`src/rtl/fixed_predictor_decoder.sv`:
```
// FLAC fixed-predictor (order 0-4) sample reconstruction.
// Warmup samples pass through; residuals are added to a binomial prediction from history.
module fixed_predictor_decoder #(
   parameter int DATA_WIDTH = 16,
   parameter int ACC_WIDTH  = DATA_WIDTH + 5
) (
   input  logic                         iClock,
   input  logic                         iReset,
   input  logic                         iStart,
   input  logic [2:0]                   iOrder,
   input  logic [15:0]                  iBlockSize,
   input  logic                         iValid,
   input  logic signed [DATA_WIDTH-1:0] iResidual,
   output logic                         oReady,
   output logic                         oValid,
   output logic signed [DATA_WIDTH-1:0] oSample,
   output logic                         oDone,
   output logic                         oError
);

   typedef enum logic [1:0] {IDLE, WARMUP, DECODE, DONE} state_t;

   state_t                       state;
   logic [2:0]                   order_q;
   logic [15:0]                  size_q;
   logic [15:0]                  count_q;
   logic [15:0]                  count_nx;
   logic signed [DATA_WIDTH-1:0] hist [1:4];

   logic signed [ACC_WIDTH-1:0]  r_x, s1_x, s2_x, s3_x, s4_x, acc;
   logic signed [DATA_WIDTH-1:0] pred, sample_d;
   logic                         accept, legal;
   logic                         acc_unused;

   localparam int EXT = ACC_WIDTH - DATA_WIDTH;

   assign r_x  = {{EXT{iResidual[DATA_WIDTH-1]}}, iResidual};
   assign s1_x = {{EXT{hist[1][DATA_WIDTH-1]}}, hist[1]};
   assign s2_x = {{EXT{hist[2][DATA_WIDTH-1]}}, hist[2]};
   assign s3_x = {{EXT{hist[3][DATA_WIDTH-1]}}, hist[3]};
   assign s4_x = {{EXT{hist[4][DATA_WIDTH-1]}}, hist[4]};

   // Binomial coefficients built from shifts and adds; the sum is taken modulo 2^ACC_WIDTH.
   always_comb begin
      acc = r_x;
      case (order_q)
         3'd1:    acc = r_x + s1_x;
         3'd2:    acc = r_x + (s1_x <<< 1) - s2_x;
         3'd3:    acc = r_x + (s1_x <<< 1) + s1_x - (s2_x <<< 1) - s2_x + s3_x;
         3'd4:    acc = r_x + (s1_x <<< 2) - (s2_x <<< 2) - (s2_x <<< 1) + (s3_x <<< 2) - s4_x;
         default: acc = r_x;
      endcase
   end

   // Output wraps to DATA_WIDTH; the upper accumulator bits are intentionally dropped.
   assign pred       = acc[DATA_WIDTH-1:0];
   assign acc_unused = ^acc[ACC_WIDTH-1:DATA_WIDTH];

   assign accept   = iValid && oReady && !iStart;
   assign sample_d = (state == WARMUP) ? iResidual : pred;
   assign count_nx = count_q + 16'd1;
   assign legal    = (iOrder <= 3'd4) && (iBlockSize != 16'd0);

   always_ff @(posedge iClock or posedge iReset) begin
      if (iReset) begin
         state   <= IDLE;
         order_q <= '0;
         size_q  <= '0;
         count_q <= '0;
         oReady  <= 1'b0;
         oValid  <= 1'b0;
         oSample <= '0;
         oDone   <= 1'b0;
         oError  <= 1'b0;
         for (int i = 1; i <= 4; i++) hist[i] <= '0;
      end else begin
         oValid <= 1'b0;
         oDone  <= 1'b0;
         if (iStart) begin
            // A start aborts whatever block is in flight, including its pending oDone.
            order_q <= iOrder;
            size_q  <= iBlockSize;
            count_q <= '0;
            for (int i = 1; i <= 4; i++) hist[i] <= '0;
            if (legal) begin
               state  <= (iOrder != 3'd0) ? WARMUP : DECODE;
               oReady <= 1'b1;
               oError <= 1'b0;
            end else begin
               state  <= DONE;
               oReady <= 1'b0;
               oError <= 1'b1;
            end
         end else begin
            case (state)
               WARMUP, DECODE: begin
                  if (accept) begin
                     oValid  <= 1'b1;
                     oSample <= sample_d;
                     hist[1] <= sample_d;
                     for (int i = 2; i <= 4; i++) hist[i] <= hist[i-1];
                     count_q <= count_nx;
                     if (count_nx == size_q) begin
                        oDone  <= 1'b1;
                        oReady <= 1'b0;
                        state  <= DONE;
                     end else if (state == WARMUP && count_nx == {13'd0, order_q}) begin
                        state <= DECODE;
                     end
                  end
               end
               DONE:    state <= IDLE;
               default: state <= IDLE;
            endcase
         end
      end
   end

endmodule

```
`config.mk`:
```
export PLATFORM = sky130hd
export DESIGN_NAME = fixed_predictor_decoder
export DESIGN_NICKNAME = d
export VERILOG_FILES = /design/src/rtl/fixed_predictor_decoder.sv
export SDC_FILE = /design/constraint.sdc
export NUM_CORES = 1
export LEC_CHECK = 0
export BUFFER_PORTS_ARGS = -buffer_cell sky130_fd_sc_hd__buf_2
export CORE_MARGIN = 2
export CORE_UTILIZATION = 60
export DETAILED_ROUTE_END_ITERATION = 6
export GPL_ROUTABILITY_DRIVEN = 0
export PLACE_DENSITY = 0.78
export REMOVE_ABC_BUFFERS = 1
export SYNTH_ARGS = -nofsm -noshare
export SYNTH_HDL_FRONTEND = slang
export SYNTH_SLANG_ARGS = --single-unit
export TNS_END_PERCENT = 30
```
`constraint.sdc`:
```
create_clock -name iClock -period 5.6 [get_ports iClock]
set_input_delay 0.84 -clock iClock [delete_from_list [all_inputs] [get_ports iClock]]
set_output_delay 0.84 -clock iClock [all_outputs]
set_load 0.02 [all_outputs]
```
**Word level (Yosys, flattened, before mapping)**

Cells that the tools add are included.

- Reductions and logical operators: 15
- Order comparisons: 1
- Mux-type cells: 28
- Add/sub/neg operators: 13
- Equality and inequality tests: 10
- Bitwise logic cells: 1

Operators with widths:

| kind | number |
|---|---|
| 64-bit two-way mux | 3 |
| 16-bit adder | 6 |
| 16-bit subtractor | 6 |
| 16-bit two-way mux | 4 |
| 16-bit case mux with 4 select lines | 1 |
| 16-bit by 1-bit adder with 16-bit output (second input constant) | 1 |
| 16-bit == test | 1 |
| 16-bit by 3-bit == test with 1-bit output | 1 |
| 16-bit nonzero test | 1 |
| 2-bit two-way mux | 7 |
| 1-bit two-way mux | 13 |
| 3-bit by 2-bit == test with 1-bit output (second input constant) | 2 |
| 3-bit AND reduction | 2 |
| 2-bit nonzero test | 3 |
| 1-bit logical AND | 4 |
| 4-bit inequality test (second input constant) | 1 |
| 2-bit AND reduction | 2 |
| 3-bit by 1-bit == test with 1-bit output (second input constant) | 1 |
| 3-bit == test (second input constant) | 1 |
| 3-bit less-or-equal comparator (second input constant) | 1 |
| 3-bit inequality test (second input constant) | 1 |
| 3-bit nonzero test | 1 |
| 2-bit by 1-bit == test with 1-bit output (second input constant) | 1 |
| 2-bit == test (second input constant) | 1 |
| other kinds (3) | 3 |

- Bits of input ports: 39
- Output and inout port bits: 20
- Bits in registers: 121
- Logic and storage cells: 81

**Depth between registers and ports, before layout**

Gate-level depths: netlist of run 1.

- Word-level depth: 10
- Mapped depth: 21

**Least setup slack after synthesis of run 1**

Ideal clock, no wire load.

- Path type: input to register
- Start point: in iResidual[2]
- End point: reg hist[62] in the netlist's numbering
- Stages on the path: 20
- Path buffers: 0
- Setup slack: 927 ps
- Arrival time: 4556 ps
- Setup time: 118 ps
- Cells stage by stage: ha_1 > a21o_1 > a21oi_1 > o21bai_1 > a21oi_1 > o21ai_0 > a21o_1 > a21oi_1 > xor2_1 > fa_1 > inv_1 > ha_1 > or2_2 > a21oi_1 > a31oi_1 > a31oi_1 > xnor2_1 > a221oi_2 > a31o_1 > nand2_1

- Cells in the longest elaborated chain, start to end: 10
- Elaborated cells on any way between the ends: 17

Ends and longest elaborated chain:

| element | RTL line | text |
|---|---|---|
| start: declaration | 13 | `input logic signed [DATA_WIDTH-1:0] iResidual,` |
| 16-bit adder, on equally long branches | 50, 48, 49 |  |
| 16-bit subtractor / 16-bit adder (equally long branches) | 50, 49 |  |
| 16-bit subtractor, on equally long branches | 50, 49 |  |
| 16-bit adder / 16-bit subtractor (equally long branches) | 50, 49 |  |
| 16-bit subtractor / 16-bit adder (equally long branches) | 50, 49 |  |
| 16-bit case mux with 4 select lines * | 46 | `case (order_q)` |
| 16-bit two-way mux * | 60 | `assign sample_d = (state == WARMUP) ? iResidual : pred;` |
| 64-bit two-way mux * | 97 | `if (accept) begin` |
| 64-bit two-way mux * | 95 | `case (state)` |
| 64-bit two-way mux * | 79 | `if (iStart) begin` |
| end: declaration | 28 | `logic signed [DATA_WIDTH-1:0] hist [1:4];` |

Every way passes the cells marked *; elsewhere a longest branch is shown, timed or not. The select of a mux whose other input is x is not followed.
A chain may end at the register's enable or synchronous reset.

**Worst setup path after layout of run 1**

- Start point: reg hist[49] in the netlist's numbering
- End point: reg hist[62] in the netlist's numbering

- Cells in the longest elaborated chain, start to end: 10
- Elaborated cells on any way between the ends: 17

Ends and longest elaborated chain:

| element | RTL line |
|---|---|
| 16-bit adder, on equally long branches | 50, 48, 49 |
| 16-bit subtractor / 16-bit adder (equally long branches) | 50, 49 |
| 16-bit subtractor, on equally long branches | 50, 49 |
| 16-bit adder / 16-bit subtractor (equally long branches) | 50, 49 |
| 16-bit subtractor / 16-bit adder (equally long branches) | 50, 49 |
| 16-bit case mux with 4 select lines * | 46 |
| 16-bit two-way mux * | 60 |
| 64-bit two-way mux * | 97 |
| 64-bit two-way mux * | 95 |
| 64-bit two-way mux * | 79 |

Marked as above.

==> qor.log, run 1 <==
INFO  run_status     outcome=finished clean
INFO  synthesis      synth.top_cells.by_count=sky130_fd_sc_hd__inv_1, sky130_fd_sc_hd__nand2_1, sky130_fd_sc_hd__dfrtp_1, sky130_fd_sc_hd__a21oi_1, sky130_fd_sc_hd__fa_1
INFO  synthesis      synth-seq-area-share=25.8%
INFO  timing         setup_viol=0
INFO  synthesis      synth.most_common_cell=sky130_fd_sc_hd__inv_1
INFO  synthesis      flip_flop_and_latch_count_after_synthesis=121
INFO  timing         tightest_slew=1.16ns
INFO  global_route   global_route.overflow_total=0
INFO  timing         final-hold-violation-count=0
INFO  pwr            power_per_cell_area=317mW/mm^2
INFO  synthesis      post_synth.cell_area_avg=8.73um^2
INFO  timing         setup_slack=0.650ns
INFO  clock_network  worst_setup_hold_path_clk_slew=0.06ns
INFO  worst_setup_path path_max_fanout=8
INFO  synthesis      yosysTopAreaCell=sky130_fd_sc_hd__dfrtp_1
INFO  floorplanning  die-area=0.0207mm^2
INFO  route          drc_errors=0
INFO  pwr            net-switching-power=1.67mW
INFO  worst_hold_path hold_class=flop to flop
INFO  clock_network  clock-sinks=121
INFO  pwr            power.static_leakage=5.92nW
INFO  synthesis      postSynth.topFlopCell=sky130_fd_sc_hd__dfrtp_1
INFO  cells_and_area layout.cell_area.non_filler=0.0128mm^2
INFO  clock_network  post_cts_hold_buffer_count=0
INFO  clock_network  root_buffer_master=sky130_fd_sc_hd__clkbuf_16
INFO  place          placement.setup.worst_slack=0.335ns
INFO  timing         slew_violations=0
INFO  worst_setup_path critical_path_required=5.92ns
INFO  pwr            power.share.clock=27.8%
INFO  pwr            seqPwrFrac=25.8%
INFO  route          residual_antenna_violating_net_count_after_detailed_routing=0
INFO  route          wl_per_cell=18.6um
INFO  timing         clock_skew=0.0103ns
INFO  pwr            power.share.combinational=46.4%
INFO  timing         slew_headroom=22.4%
INFO  cells_and_area synthToLayoutAreaGrowth=9.02%
INFO  cells_and_area layout.nets=1600
INFO  place          hpwl=23400um
INFO  global_route   grt_pass1_wl=49600um
INFO  timing         period_minus_slack=4.95ns
INFO  floorplanning  die_height=144um
INFO  clock_network  clock_tree.htree_level_count=4
INFO  cells_and_area drive_gt1_share=10.1%
INFO  floorplanning  initial_core_util=60.8%
INFO  worst_setup_path crit_type=flop to flop
INFO  worst_setup_path worstSetupEndpointType=flop
INFO  pwr            p_total=4.05mW
INFO  synthesis      synth_area_leaders=sky130_fd_sc_hd__dfrtp_1, sky130_fd_sc_hd__fa_1, sky130_fd_sc_hd__ha_1, sky130_fd_sc_hd__inv_1, sky130_fd_sc_hd__nand2_1
INFO  synthesis      synth-async-reset-ratio=100%
INFO  clock_network  cts_resized=0
INFO  global_route   global_route.usage.total=31.3%
INFO  route          dr.pass1.iters=7
INFO  clock_network  cts_tree=yes
INFO  floorplanning  ioPinCount=59
INFO  floorplanning  floorplan.die.width=144um
INFO  clock_network  cts.path.max_buffers=2
INFO  clock_network  numCtsBuffers=17
INFO  floorplanning  coreArea=0.0193mm^2
INFO  run            max_cap_violations=0
INFO  clock_network  skew_pair_late_insertion_delay=0.43ns
INFO  clock_network  cts_post_setup_buffers_inserted=0
INFO  pwr            vdd_ir_drop_max=0.258mV
INFO  timing         final_period_util=88.4%
INFO  global_route   antenna_found_initial=1
INFO  cells_and_area antenna_cells=0
INFO  timing         grt_setup_unrepaired=no
INFO  route          postRouteWirelength=30900um
INFO  place          place_area=0.0122mm^2
INFO  global_route   first_global_vias=9545
INFO  place          count_of_input_and_output_buffers=58
INFO  pwr            internal_power=2.39mW
INFO  synthesis      synth_area=0.0117mm^2
INFO  timing         max_frequency=0.202GHz
INFO  worst_setup_path critPathLaunchType=flop
INFO  pwr            power_switching_share=41.1%
INFO  synthesis      netlist-cell-type-count=73
INFO  route          initialDrtViolationCount=852
INFO  global_route   grt_start_max_net_pins=70
INFO  synthesis      number_of_synthesized_flops_with_an_enable_pin=0
INFO  worst_setup_path critical_path_arrival=5.27ns
INFO  timing         setup-tns-final=0ns
INFO  synthesis      synthCells=1345
INFO  route          detailroute.via_count=9827
INFO  timing         finalHoldWorstSlack=0.472ns
INFO  route          detail_route.vias_per_cell=5.93
INFO  synthesis      yosys.area.top_type_share=25.8%
INFO  synthesis      yosysWarnings=0
INFO  floorplanning  num_rows=51
==> cell usage in the layout, fill, tap and decap left out, types with 8 or more instances in the layout <==
master | synthesis | routed
sky130_fd_sc_hd__nor2_1 | 57 | 56
sky130_fd_sc_hd__a21o_1 | 24 | 24
sky130_fd_sc_hd__nor3_1 | 20 | 20
sky130_fd_sc_hd__a211oi_1 | 9 | 9
sky130_fd_sc_hd__buf_4 | 2 | 8
sky130_fd_sc_hd__ha_1 | 81 | 81
sky130_fd_sc_hd__o21ai_0 | 59 | 59
sky130_fd_sc_hd__o22ai_1 | 11 | 11
sky130_fd_sc_hd__fa_1 | 100 | 100
sky130_fd_sc_hd__o21a_1 | 13 | 13
sky130_fd_sc_hd__inv_1 | 197 | 196
sky130_fd_sc_hd__xor2_1 | 52 | 52
sky130_fd_sc_hd__mux2_2 | 18 | 18
sky130_fd_sc_hd__or2_2 | 8 | 8
sky130_fd_sc_hd__clkbuf_16 | 0 | 17
sky130_fd_sc_hd__nand2_1 | 195 | 195
sky130_fd_sc_hd__a21oi_1 | 115 | 115
sky130_fd_sc_hd__o211ai_1 | 11 | 11
sky130_fd_sc_hd__nand3_1 | 13 | 13
sky130_fd_sc_hd__dfrtp_1 | 121 | 121
sky130_fd_sc_hd__nor4_1 | 8 | 8
sky130_fd_sc_hd__buf_2 | 9 | 57
sky130_fd_sc_hd__a31oi_1 | 9 | 9
sky130_fd_sc_hd__xnor2_1 | 58 | 58
==> stage by stage <==
step	instances	utilization, %
after floorplan	1296	-
after global placement	1626	63.2
after detailed placement	1626	63.2
after CTS	1658	66.2
after global routing	1658	66.2
final	1658	66.2
==> critical path: stages (launching register included) <==
cell and delay (ns):
sky130_fd_sc_hd__dfrtp_1 0.56, sky130_fd_sc_hd__ha_1 0.30, sky130_fd_sc_hd__a21o_1 0.16, sky130_fd_sc_hd__a21oi_1 0.24, sky130_fd_sc_hd__o21bai_1 0.09, sky130_fd_sc_hd__a21oi_1 0.23, sky130_fd_sc_hd__o21ai_0 0.25, sky130_fd_sc_hd__a21o_1 0.24
sky130_fd_sc_hd__a21oi_1 0.28, sky130_fd_sc_hd__xor2_1 0.14, sky130_fd_sc_hd__fa_1 0.55, sky130_fd_sc_hd__inv_1 0.04, sky130_fd_sc_hd__ha_1 0.31, sky130_fd_sc_hd__or2_2 0.31, sky130_fd_sc_hd__a21oi_1 0.16, sky130_fd_sc_hd__a31oi_1 0.09
sky130_fd_sc_hd__a31oi_1 0.22, sky130_fd_sc_hd__xnor2_1 0.11, sky130_fd_sc_hd__a221oi_2 0.27, sky130_fd_sc_hd__a31o_1 0.20, sky130_fd_sc_hd__nand2_1 0.06
==> metal layers <==
metal / vias up / wire length, um / global-route usage, %
met5: - / 16 / 0
met2: 400 / 14500 / 50.3
met3: 97 / 2130 / 6.10
met1: 4786 / 12900 / 41.3
li1: 4542 / - / -
met4: 2 / 1350 / 14.3
==> power by group through the flow <==
stage | clock network, mW | logic (mW) | registers [mW]
6_report | 1.13 | 1.88 | 1.05
5_1_grt | 1.17 | 2.06 | 1.06
3_5_place_dp | 0 | 1.83 | 1.06
2_1_floorplan | 0 | 1.29 | 1.11
3_3_place_gp | 0 | 1.79 | 1.06
4_1_cts | 1.14 | 1.85 | 1.05
==> state kept, by name, indices dropped and copies added (netlist names), 2 cells and up <==
signal   flops
hist        64
count_q     16
oSample     16
size_q      16
order_q      3
state        2
==> cell families (layout without fill, tap and decap cells) <==
family	Yosys count	in the layout	share of synthesized area (%)
fa+ha+maj	181	181	25.7
buf+inv	246	294	8.11
simple gates	352	352	13.5
mux	22	22	2.07
compound gates	313	313	16.7
flops	121	121	25.8
xor+xnor	110	110	8.20
==> final timing paths <==
check	start	to	slack, ns	depth (start not counted)
worst max-delay path	hist[49]	hist[62]	0.65	20
worst min-delay path	oError	oError	0.47	1
worst max register to register	hist[49]	hist[62]	0.65	20
worst min register to register	oError	oError	0.47	1
max in group asynchronous	iReset	count_q[2]	3.78	3
min in group asynchronous	iReset	hist[14]	0.59	2
==> layout make-up <==
cell class | instances | area (um^2)
Timing Repair Buffer | 65 | 345
Multi-Input combinational cell | 978 | 7770
Clock buffer | 19 | 443
Fill cell | 1629 | 6530
Clock inverter | 13 | 143
Inverter | 197 | 742
Sequential cell | 121 | 3030
Tap cell | 265 | 332
(Power assumes the default switching activity.)
==> run 2, diff against run 1 <==
- CTS_BUF_LIST: not set -> sky130_fd_sc_hd__clkbuf_8
==> run 2 against run 1 <==
Against the previous run: sequential share of layout area up 0.36 points; via count down 0.10%; sequential cell count unchanged; non-clock buffer count unchanged.
==> qor.log, run 2 (same netlist as run 1, synthesis figures left out) <==
INFO  timing         final-hold-violation-count=0
INFO  timing         grt_setup_unrepaired=no
INFO  route          wl_per_cell=18.4um
INFO  timing         max_frequency=0.204GHz
INFO  worst_hold_path min_delay_path_depth=1
INFO  timing         slew_headroom=22.8%
INFO  cells_and_area registers.top_by_ff_count=hist
INFO  pwr            power.static_leakage=5.83nW
INFO  clock_network  worst_setup_hold_path_clk_slew=0.08ns
INFO  global_route   antenna_found_initial=1
INFO  worst_setup_path reg2reg_from=hist[49]
INFO  place          hpwl=23400um
INFO  place          place_area=0.0122mm^2
INFO  global_route   global_route.overflow_total=0
INFO  place          count_of_input_and_output_buffers=58
INFO  clock_network  cts_resized=0
INFO  pwr            power_per_cell_area=297mW/mm^2
INFO  global_route   global_route.usage.total=31.1%
INFO  global_route   first_global_vias=9521
INFO  timing         setup-tns-final=0ns
INFO  clock_network  clock_tree.htree_level_count=4
INFO  route          postRouteWirelength=30500um
INFO  worst_setup_path worstSetupEndpointType=flop
INFO  cells_and_area layout.nets=1600
INFO  clock_network  root_buffer_master=sky130_fd_sc_hd__clkbuf_8
INFO  floorplanning  floorplan.die.width=144um
INFO  floorplanning  num_rows=51
INFO  timing         period_minus_slack=4.91ns
INFO  floorplanning  initial_core_util=60.8%
INFO  cells_and_area flip_flop_count_of_the_largest_register_all_copies_and_words_added=64
INFO  clock_network  cts_post_setup_buffers_inserted=0
INFO  route          initialDrtViolationCount=810
INFO  clock_network  post_cts_hold_buffer_count=0
INFO  timing         final_period_util=87.7%
INFO  floorplanning  die-area=0.0207mm^2
INFO  worst_hold_path hold_class=flop to flop
INFO  worst_setup_path critical_path_required=5.95ns
INFO  route          drc_errors=0
INFO  timing         slew_violations=0
INFO  timing         setup_viol=0
INFO  worst_setup_path slowest_delay=0.57ns
INFO  cells_and_area layout.cells.most_common_list=sky130_fd_sc_hd__inv_1, sky130_fd_sc_hd__nand2_1, sky130_fd_sc_hd__dfrtp_1, sky130_fd_sc_hd__a21oi_1, sky130_fd_sc_hd__fa_1
INFO  clock_network  cts_tree=yes
INFO  global_route   grt_start_max_net_pins=70
INFO  cells_and_area synthToLayoutAreaGrowth=7.39%
INFO  worst_setup_path r2r_cells=20
INFO  clock_network  numCtsBuffers=17
INFO  timing         clock_skew=0.0148ns
INFO  floorplanning  die_height=144um
INFO  worst_setup_path crit_top_cell=sky130_fd_sc_hd__a21oi_1
INFO  timing         tightest_slew=1.15ns
INFO  worst_setup_path worst-r2r-setup-slack=0.69ns
INFO  clock_network  clock-sinks=121
INFO  run_status     outcome=finished clean
INFO  route          dr.pass1.iters=6
INFO  worst_setup_path setup.worst_path.start=hist[49]
INFO  worst_setup_path crit_type=flop to flop
INFO  worst_setup_path path_max_fanout=8
INFO  route          residual_antenna_violating_net_count_after_detailed_routing=0
INFO  worst_setup_path worstReg2RegEnd=hist[62]
INFO  floorplanning  coreArea=0.0193mm^2
INFO  worst_setup_path timing.critical_path.cells=ha_1 > a21o_1 > a21oi_1 > o21bai_1 > a21oi_1 > o21ai_0 > a21o_1 > a21oi_1 > xor2_1 > fa_1 > inv_1 > ha_1 > or2_2 > a21oi_1 > a31oi_1 > a31oi_1 > xnor2_1 > a221oi_2 > a31o_1 > nand2_1
INFO  cells_and_area antenna_cells=0
INFO  cells_and_area layout.cells.most_common=sky130_fd_sc_hd__inv_1
INFO  pwr            vdd_ir_drop_max=0.188mV
INFO  worst_setup_path crit_slowest_cell=sky130_fd_sc_hd__dfrtp_1
INFO  worst_setup_path critical_path_arrival=5.26ns
INFO  route          detailroute.via_count=9817
INFO  global_route   grt_pass1_wl=49100um
INFO  cells_and_area layout.cell_area.non_filler=0.0126mm^2
INFO  worst_setup_path critical_path_destination=hist[62]
INFO  floorplanning  ioPinCount=59
INFO  run            max_cap_violations=0
INFO  worst_setup_path critPathLaunchType=flop
INFO  cells_and_area drive_gt1_share=10.1%
INFO  clock_network  cts.path.max_buffers=2
INFO  route          detail_route.vias_per_cell=5.92
INFO  clock_network  skew_pair_late_insertion_delay=0.47ns
run 2: metrics by stage:
stage               power (mW)  hold slack, ns  std cells  util, %  setup slack, ns
floorplan                 2.40           0.495       1296        -            0.882
global placement          2.85           0.455       1626     63.2            0.507
detailed placement        2.89           0.464       1626     63.2            0.335
CTS                       3.73           0.484       1658     65.2            0.725
global route              3.99           0.496       1658     65.2            0.431
finish                    3.74           0.476       1658     65.2            0.690
run 2: per-layer routing:
layer  vias to the layer above  GRT usage, %  share of wire (%)
met2                       405          49.4                 46
met3                       102          6.73                7.5
met1                      4783          40.8                 41
li1                       4525             -                  -
met4                         2          14.3                4.5
met5                         -             0              0.053
run 2: power breakdown:
group	leakage [nW]	internal [mW]	switching [mW]
combinational	4.02	0.755	1.12
clock	0.201	0.409	0.417
sequential	1.61	0.960	0.0849
run 2: worst min-delay path by stage:
stage                startpoint          end
CTS                      oError       oError
global placement     oSample[8]   oSample[8]
global route             oError       oError
finish                   oError       oError
detailed placement  oSample[13]  oSample[13]
floorplan               hist[0]      hist[0]
run 2: layout make-up:
| class | count | area (um^2) |
|---|---|---|
| multi-input combinational | 978 | 7770 |
| fill | 1651 | 6720 |
| sequential | 121 | 3030 |
| inverter | 197 | 742 |
| timing repair buffer | 65 | 345 |
| tap | 265 | 332 |
| clock buffer | 18 | 248 |
| clock inverter | 14 | 146 |
run 2: worst max-delay path: cells and delay by family (launching register included):
family / cells / cell delay (ns)
adders and majority gates: 3 / 1.17
AOI/OAI and AO/OA: 12 / 2.41
DFF: 1 / 0.57
xor gates and xnor gates: 2 / 0.25
and+or+nand+nor: 2 / 0.35
buffers and inverters: 1 / 0.04
